[src/rtl/rega_pkg.sv]
// rtl/rega_pkg.sv - shared state encoding and default timing for the irrigation actuator sequencer
package rega_pkg;

    typedef enum logic [2:0] {
        IDLE,
        DRIP,
        SPRAY,
        DEAD,
        FAULT
    } seqState_e;

    localparam int DEF_CNT_W         = 16;
    localparam int DEF_MIN_ON_CYCLES = 1000;
    localparam int DEF_DEAD_CYCLES   = 100;
    localparam int DEF_MAX_ON_CYCLES = 60000;

endpackage

[src/rtl/sync_2ff.sv]
// rtl/sync_2ff.sv - two-flop synchroniser for a bundle of asynchronous level inputs
module sync_2ff #(
    parameter int WIDTH = 1
) (
    input  logic             clk,
    input  logic             rst_n,
    input  logic [WIDTH-1:0] d,
    output logic [WIDTH-1:0] q
);

    logic [WIDTH-1:0] meta;

    // First flop may go metastable; the second gives it a full cycle to settle.
    always_ff @(posedge clk or negedge rst_n) begin
        if (!rst_n) begin
            meta <= '0;
            q    <= '0;
        end else begin
            meta <= d;
            q    <= meta;
        end
    end

endmodule

[src/rtl/irrigation_actuator_sequencer.sv]
// rtl/irrigation_actuator_sequencer.sv - drip/sprinkler/inlet actuator sequencer, optional watchdog via SEQ_WATCHDOG_EN
module irrigation_actuator_sequencer
    import rega_pkg::*;
#(
    parameter int CNT_W         = DEF_CNT_W,
    parameter int MIN_ON_CYCLES = DEF_MIN_ON_CYCLES,
    parameter int DEAD_CYCLES   = DEF_DEAD_CYCLES,
    parameter int MAX_ON_CYCLES = DEF_MAX_ON_CYCLES
) (
    input  logic clk,
    input  logic rst_n,
    input  logic gotejamentoReq,
    input  logic aspersaoReq,
    input  logic valvulaEntradaReq,
    input  logic alarme,
    input  logic clrFault,
    output logic gotejamentoOut,
    output logic aspersaoOut,
    output logic valvulaEntradaOut,
    output logic busy,
    output logic timeoutFlag
);

    localparam logic [CNT_W-1:0] MIN_ON_LAST = CNT_W'(MIN_ON_CYCLES - 1);
    localparam logic [CNT_W-1:0] DEAD_LAST   = CNT_W'(DEAD_CYCLES - 1);
    localparam logic [CNT_W-1:0] CNT_SAT     = '1;
`ifdef SEQ_WATCHDOG_EN
    localparam logic [CNT_W-1:0] MAX_ON_LAST = CNT_W'(MAX_ON_CYCLES - 1);
`endif

    logic [3:0] asyncIn;
    logic [3:0] syncOut;
    logic       gotejamentoReqS;
    logic       aspersaoReqS;
    logic       valvulaEntradaReqS;
    logic       alarmeS;

    seqState_e       state;
    seqState_e       nextState;
    logic [CNT_W-1:0] cnt;
    logic            ownReq;
    logic            otherReq;
    logic            valvulaReg;

    assign asyncIn = {alarme, valvulaEntradaReq, aspersaoReq, gotejamentoReq};

    sync_2ff #(
        .WIDTH(4)
    ) uSync (
        .clk  (clk),
        .rst_n(rst_n),
        .d    (asyncIn),
        .q    (syncOut)
    );

    assign gotejamentoReqS    = syncOut[0];
    assign aspersaoReqS       = syncOut[1];
    assign valvulaEntradaReqS = syncOut[2];
    assign alarmeS            = syncOut[3];

    // The active episode's own request and the competing one, so DRIP and SPRAY share one rule set.
    assign ownReq   = (state == SPRAY) ? aspersaoReqS : gotejamentoReqS;
    assign otherReq = (state == SPRAY) ? gotejamentoReqS : aspersaoReqS;

    // State register.
    always_ff @(posedge clk or negedge rst_n) begin
        if (!rst_n) begin
            state <= IDLE;
        end else begin
            state <= nextState;
        end
    end

    // Next-state logic; alarm always wins, and an episode can only end through DEAD.
    always_comb begin
        nextState = state;
        case (state)
            IDLE: begin
                if (!alarmeS) begin
                    if (gotejamentoReqS && !aspersaoReqS) begin
                        nextState = DRIP;
                    end else if (aspersaoReqS && !gotejamentoReqS) begin
                        nextState = SPRAY;
                    end
                end
            end
            DRIP, SPRAY: begin
                if (alarmeS) begin
                    nextState = DEAD;
`ifdef SEQ_WATCHDOG_EN
                end else if (cnt == MAX_ON_LAST && ownReq) begin
                    nextState = FAULT;
`endif
                end else if ((!ownReq || otherReq) && cnt >= MIN_ON_LAST) begin
                    nextState = DEAD;
                end
            end
            DEAD: begin
                if (cnt == DEAD_LAST) begin
                    nextState = IDLE;
                end
            end
            FAULT: begin
`ifdef SEQ_WATCHDOG_EN
                if (clrFault && !gotejamentoReqS && !aspersaoReqS) begin
                    nextState = IDLE;
                end
`else
                nextState = IDLE;
`endif
            end
            default: nextState = IDLE;
        endcase
    end

    // Shared counter: on-time in DRIP/SPRAY (saturating), dead time in DEAD, frozen in FAULT.
    always_ff @(posedge clk or negedge rst_n) begin
        if (!rst_n) begin
            cnt <= '0;
        end else begin
            case (state)
                DRIP, SPRAY: begin
                    if (nextState == state) begin
                        cnt <= (cnt == CNT_SAT) ? cnt : cnt + 1'b1;
                    end else if (nextState == DEAD) begin
                        cnt <= '0;
                    end
                end
                DEAD: begin
                    cnt <= (nextState == DEAD) ? cnt + 1'b1 : '0;
                end
                FAULT: begin
                    cnt <= cnt;
                end
                default: begin
                    cnt <= '0;
                end
            endcase
        end
    end

    // Inlet valve follows its request, dropped by alarm, independent of the irrigation FSM.
    always_ff @(posedge clk or negedge rst_n) begin
        if (!rst_n) begin
            valvulaReg <= 1'b0;
        end else begin
            valvulaReg <= valvulaEntradaReqS & ~alarmeS;
        end
    end

    // Moore output decode from the registered state.
    always_comb begin
        gotejamentoOut    = 1'b0;
        aspersaoOut       = 1'b0;
        busy              = 1'b0;
        valvulaEntradaOut = valvulaReg;
        case (state)
            DRIP: begin
                gotejamentoOut = 1'b1;
                busy           = 1'b1;
            end
            SPRAY: begin
                aspersaoOut = 1'b1;
                busy        = 1'b1;
            end
            DEAD: begin
                busy = 1'b1;
            end
            FAULT: begin
                valvulaEntradaOut = 1'b0;
            end
            default: begin
                busy = 1'b0;
            end
        endcase
    end

`ifdef SEQ_WATCHDOG_EN
    assign timeoutFlag = (state == FAULT);
`else
    logic unusedCfg;
    assign timeoutFlag = 1'b0;
    assign unusedCfg   = clrFault ^ (MAX_ON_CYCLES > MIN_ON_CYCLES);
`endif

endmodule

[config.mk]
export PLATFORM = sky130hd
export DESIGN_NAME = irrigation_actuator_sequencer
export DESIGN_NICKNAME = d
export VERILOG_FILES = /design/src/rtl/rega_pkg.sv /design/src/rtl/sync_2ff.sv /design/src/rtl/irrigation_actuator_sequencer.sv
export SDC_FILE = /design/constraint.sdc
export NUM_CORES = 1
export LEC_CHECK = 0
export CORE_AREA = 2 2 53 55
export CTS_CLUSTER_SIZE = 20
export DETAILED_ROUTE_END_ITERATION = 6
export DIE_AREA = 0 0 55 57
export PLACE_DENSITY_LB_ADDON = 0.08
export SLEW_MARGIN = 5
export SYNTH_ARGS = -nofsm -noshare
export SYNTH_HDL_FRONTEND = slang
export SYNTH_HIERARCHICAL = 1
export SYNTH_SLANG_ARGS = --single-unit
[constraint.sdc]
create_clock -name clk -period 3.6 [get_ports clk]
set_input_delay 0.72 -clock clk [delete_from_list [all_inputs] [get_ports clk]]
set_output_delay 0.72 -clock clk [all_outputs]
set_load 0.1 [all_outputs]
Word-level counts from Yosys, hierarchy flattened --
Index checks and enable logic that the tools add are counted.
Operators by class: add/sub/neg operators 1, equal/unequal tests 10, multiplexer cells 18, reductions and logical operators 11, $lt $le $gt $ge 1, bitwise logic cells 3
Operators by type and width (count):
- $mux W16 | 4
- $pmux W16 S3 | 1
- $mux W3 | 6
- $add A16 B1 Y16 const B | 1
- $eq A16 B16 Y1 const B | 1
- $eq A16 B7 Y1 const B | 1
- $ge A16 B10 Y1 const B | 1
- $eq A3 B2 Y1 const B | 3
- $pmux W3 S3 | 1
- $mux W1 | 6
- $ne A3 B3 Y1 const B | 2
- $eq A3 B1 Y1 const B | 1
- $eq A3 B3 Y1 | 1
- $eq A3 B3 Y1 const B | 1
- $logic_and A1 B1 Y1 | 3
- $logic_not A1 Y1 | 3
- $logic_not A3 Y1 | 1
- $reduce_and A3 Y1 | 1
- $reduce_or A3 Y1 | 1
- $not A1 Y1 | 2
- $reduce_or A2 Y1 | 1
- $and A1 B1 Y1 | 1
- $logic_or A1 B1 Y1 | 1
Storage, ports and cells: register bits after elaboration 28, word-level logic and storage cells 49, input bits 7, output and inout port bits 5

Longest topological paths before layout --
depth after elaboration 12, depth in mapped cells 8, gate-level depth less buffers 7

Cells and area by module --
The synthesis kept the hierarchy.
By module, submodules not included:
- irrigation_actuator_sequencer | area an instance 1278.7 µm², cells each 140, times used 1, sequential area each 500.5 µm²
- sync_2ff | area an instance 200.2 µm², cells each 8, times used 1, sequential area each 200.2 µm²

Worst setup path before layout --
Ideal clock, no wire load.
path type register -> register, from register state[2], to register cnt[11], clock period less this slack 4.251 ns, cell stages (with the launch flop) 8, library setup time 0.121 ns, required time 3.479 ns, arrival time 4.130 ns, slack -0.651 ns, path buffers 1, cells stage by stage dfrtp_1 -> clkbuf_1 -> nor3b_1 -> a21oi_1 -> a22o_2 -> a211o_1 -> a211o_1 -> a22o_1
On the way: word-level cells in the longest chain between the ends 11, elaborated cells between the ends (all ways) 27, classes of those cells eq/ne: 8; mux: 12; bitwise: 1; reduce/logical: 6
RTL lines:
- from (decl) | line irrigation_actuator_sequencer.sv:38 | seqState_e state;
- from (signal assigned) | line irrigation_actuator_sequencer.sv:70 | state <= nextState;
- $eq A3 B2 Y1
- $mux W1 | line irrigation_actuator_sequencer.sv:62 | assign ownReq = (state == SPRAY) ? aspersaoReqS : gotejamentoReqS;
- $logic_not A1 Y1 | line irrigation_actuator_sequencer.sv:94 | end else if ((!ownReq || otherReq) && cnt >= MIN_ON_LAST) begin
- $logic_or A1 B1 Y1 | line irrigation_actuator_sequencer.sv:94
- $logic_and A1 B1 Y1 | line irrigation_actuator_sequencer.sv:94
- $mux W3 | line irrigation_actuator_sequencer.sv:94
- $mux W3 | line irrigation_actuator_sequencer.sv:88 | if (alarmeS) begin
- $pmux W3 S3 | line irrigation_actuator_sequencer.sv:77 | case (state)
- $eq A3 B3 Y1 or $eq A3 B2 Y1 (tied branches) | line irrigation_actuator_sequencer.sv:123, irrigation_actuator_sequencer.sv:125, irrigation_actuator_sequencer.sv:130
- $ne A3 B3 Y1 (no source line) (tied with other cells)
- $reduce_and A3 Y1 (no source line) or $pmux W16 S3 (tied branches)
- to (signal assigned) | line irrigation_actuator_sequencer.sv:124 | cnt <= (cnt == CNT_SAT) ? cnt : cnt + 1'b1;
- to (signal assigned) | line irrigation_actuator_sequencer.sv:130 | cnt <= (nextState == DEAD) ? cnt + 1'b1 : '0;
- to (signal assigned) | line irrigation_actuator_sequencer.sv:133 | cnt <= cnt;
- to (decl) | line irrigation_actuator_sequencer.sv:40 | logic [CNT_W-1:0] cnt;
Parallel ways exist; a longest one is shown, timed or not. A chain may end at the register's enable or synchronous reset.

Worst setup path in the final report --
from register cnt[10], to register cnt[11]
On the way: word-level cells in the longest chain between the ends 8, elaborated cells between the ends (all ways) 18, classes of those cells add/sub: 1; order compare: 1; eq/ne: 6; mux: 8; reduce/logical: 2
RTL lines (line):
- $ge A16 B10 Y1 | irrigation_actuator_sequencer.sv:94
- $logic_and A1 B1 Y1 | irrigation_actuator_sequencer.sv:94
- $mux W3 | irrigation_actuator_sequencer.sv:94
- $mux W3 | irrigation_actuator_sequencer.sv:88
- $pmux W3 S3 | irrigation_actuator_sequencer.sv:77
- $eq A3 B3 Y1 or $eq A3 B2 Y1 (tied branches) | irrigation_actuator_sequencer.sv:123, irrigation_actuator_sequencer.sv:125, irrigation_actuator_sequencer.sv:130
- $ne A3 B3 Y1 (no source line) (tied with other cells)
- $reduce_and A3 Y1 (no source line) or $pmux W16 S3 (tied branches)
Parallel ways exist; a longest one is shown, timed or not. The select of a mux whose other input is x is not followed.

==> summary.txt <==
Total GRT Usage: 0.2138
Clock Skew: 0.004044 ns
Worst Max-Slew Pin Slew: 0.7083 ns
Register area: 700.7 um2
Worst-case clock buffer depth: 2
Worst setup EP type: flip-flop
Worst Path Required: 3.84 ns
Syn_area_per_cell: 9.993 um2
Post-synth ARST share: 1.000
Met1 WL: 1362 um
Antenna Cells: 0
CTS root buf: clkbuf_4
Mapped Cells: 148
H-tree depth: 1
Die X: 55 um
Placer congestion estimate: 0.9362
Slew Limit Fails: 0
Iteration-0 DRC Markers: 77
VDD IR max: 0.2882 mV
HP Class: reg -> reg
Antenna violations before repair: 0
Setup violations, final: 0
Metal3 WL: 139 um
Peak Freq: 0.3955 GHz
Fin crit period: 2.529 ns
Cts hold-fix bufs: 0
TritonCTS Buffers: 3
Dpl cells: 186
Non-filler cells, final: 190
DR top layer: met4
GRT overflow: 0
Critical Path Start: cnt[10]$_DFFE_PN0P_
Max cap viols: 0
Hold path start: uSync/meta[0]$_DFF_PN0_
Most common cell after layout, fill and taps aside: dfrtp_1
Worst slack at placement: 1.112 ns
IO Pins: 12
Startpoint types: flip-flop
Layout Nets: 168
Share of layout cells above drive strength 1: 0.1258
Fin Setup TNS: 0 ns
Count of final hold-check violations: 0
TritonCTS clock tree: done
IO buf count: 9
Unrepaired setup endpoints after global routing: false
DR pass1 iterations: 4
Drt drc: 0
Clock-pin slew on the worst setup and hold paths: 0.15 ns
Post-CTS sizing: 0
Largest net degree at the start of global routing: 29
Detailed-route vias per instance: 6.358
Wirelength per Cell: 15.36 um
Most used DFF post-synth: dfrtp_1
Core area: 0.002615 mm2
R2R Path Start: cnt[10]$_DFFE_PN0P_
First-pass GRT wire length: 4919 um
Lkg Pwr: 0.7350 nW
Met2 WL post-DR: 1399 um
Pwr Density: 426.6 mW/mm2
WS Path Type: reg -> reg
Setup slack after layout: 1.071 ns
Die H: 57 um
Crit Path Max Fanout: 15
Setup bufs post-CTS: 0
Outcome: completed
Clock Sinks: 28
Sequential fraction of the synthesis area: 0.4738
Cell Rows: 19
Number of distinct library cells after synthesis: 44
Multi-input logic area: 757.0 um2
Final worst path period share: 0.7024
Initial Utilization: 0.5656
Layout area overhead: 11.17%
Yosys warning count: 6
Worst skew pair latency: 0.32 ns
Vias in the first global route: 1105
WL final: 2918 um
Vias: 1208
#FFs+latches synth: 28
Die Area: 0.003135 mm2
Number of synthesized flops with an enable pin: 0
Detail Placement HPWL: 2061 um
Most frequent cells in the layout: 28 x dfrtp_1, 16 x nor2_1, 12 x nand2_1
WP data arrival: 2.76 ns
Antenna viol nets, final: 0
Synthesized area: 0.001479 mm2
Worst slew margin: 0.5211
Fill count: 237
power by group:
group          switching [W]  total (W)  internal, W  leakage, nW
clock              0.0000922   0.000205     0.000113       0.0279
sequential         0.0000175   0.000346     0.000329        0.368
combinational       0.000104   0.000150    0.0000467        0.340
total               0.000213   0.000701     0.000488        0.735
registers in the layout (all words and copies together), names as in the netlist:
| signal | cells |
|---|---|
| state | 3 |
| uSync/meta | 4 |
| valvulaReg | 1 |
| cnt | 16 |
| uSync/q | 4 |
layer usage:
layer	vias up	global-route usage
met5	-	0
met1	587	0.3171
met4	0	0.06969
li1	580	-
met2	39	0.3197
met3	2	0.03403
cell families (layout without fill, tap and decap cells):
logic type | count (synthesis) | after routing | share of synthesized area
adder cells (fa/ha/maj) | 1 | 1 | 0.008459
XOR/XNOR | 3 | 3 | 0.01777
flip-flops | 28 | 28 | 0.4738
AO/OA/AOI/OAI | 38 | 38 | 0.2030
multiplexers | 1 | 1 | 0.007614
other | 1 | 2 | 0.002536
buffers and inverters | 6 | 16 | 0.02031
AND/OR/NAND/NOR | 70 | 70 | 0.2665
cell usage after synthesis, drive strengths merged, types with 2 or more instances:
library cell | number | area [um2]
dfrtp | 28 | 700.7
nor2 | 16 | 60.06
nand2 | 12 | 45.04
a22o | 8 | 71.32
nand3 | 8 | 40.04
nor3 | 8 | 62.56
a21oi | 6 | 30.03
a31oi | 6 | 43.79
and3 | 5 | 31.28
a221o | 4 | 40.04
nand4 | 4 | 25.02
a211o | 3 | 26.28
nor2b | 3 | 18.77
a21o | 2 | 15.01
and2 | 2 | 12.51
buf | 2 | 15.01
clkbuf | 2 | 7.510
inv | 2 | 7.510
nor3b | 2 | 20.02
nor4 | 2 | 12.51
o211ai | 2 | 15.01
o21ai | 2 | 10.01
or4 | 2 | 18.77
xor2 | 2 | 17.52
critical path: stages, from the launching register on:
cell and delay (ns):
dfrtp_1 0.48, or4_4 0.59, nor3_4 0.19, a31oi_2 0.17, a211o_1 0.45, a211o_1 0.33, a22o_1 0.23
final cells by class:
cell class                      instances  area share
Multi-Input combinational cell        115      0.4604
Clock inverter                          1     0.01826
Sequential cell                        28      0.4262
Timing Repair Buffer                   10     0.05327
Tap cell                               31     0.02359
Inverter                                2    0.004566
Clock buffer                            3     0.01370
worst paths after layout:
| check | to | slack (ns) | cells past startpoint |
|---|---|---|---|
| setup / recovery | cnt[11]$_DFFE_PN0P_ | 1.07 | 6 |
| hold / removal | uSync/q[0]$_DFF_PN0_ | 0.37 | 0 |
| setup reg to reg | cnt[11]$_DFFE_PN0P_ | 1.07 | 6 |
| hold reg to reg | uSync/q[0]$_DFF_PN0_ | 0.37 | 0 |
| max in group asynchronous | uSync/q[3]$_DFF_PN0_ | 2.60 | 2 |
| min in group asynchronous | cnt[13]$_DFFE_PN0P_ | 0.74 | 2 |
metrics by stage:
| stage | hold slack (ns) | total power (W) | instance area [um2] | utilization |
|---|---|---|---|---|
| floorplan | 0.3312 | 0.0004656 | 1488 | - |
| global placement | 0.3332 | 0.0004997 | 1592 | 0.6086 |
| detailed placement | 0.3355 | 0.0005024 | 1592 | 0.6086 |
| CTS | 0.3698 | 0.0007095 | 1644 | 0.6287 |
| global route | 0.3724 | 0.0007366 | 1644 | 0.6287 |
| finish | 0.3661 | 0.0007014 | 1644 | 0.6287 |
(Power assumes the default switching activity.)
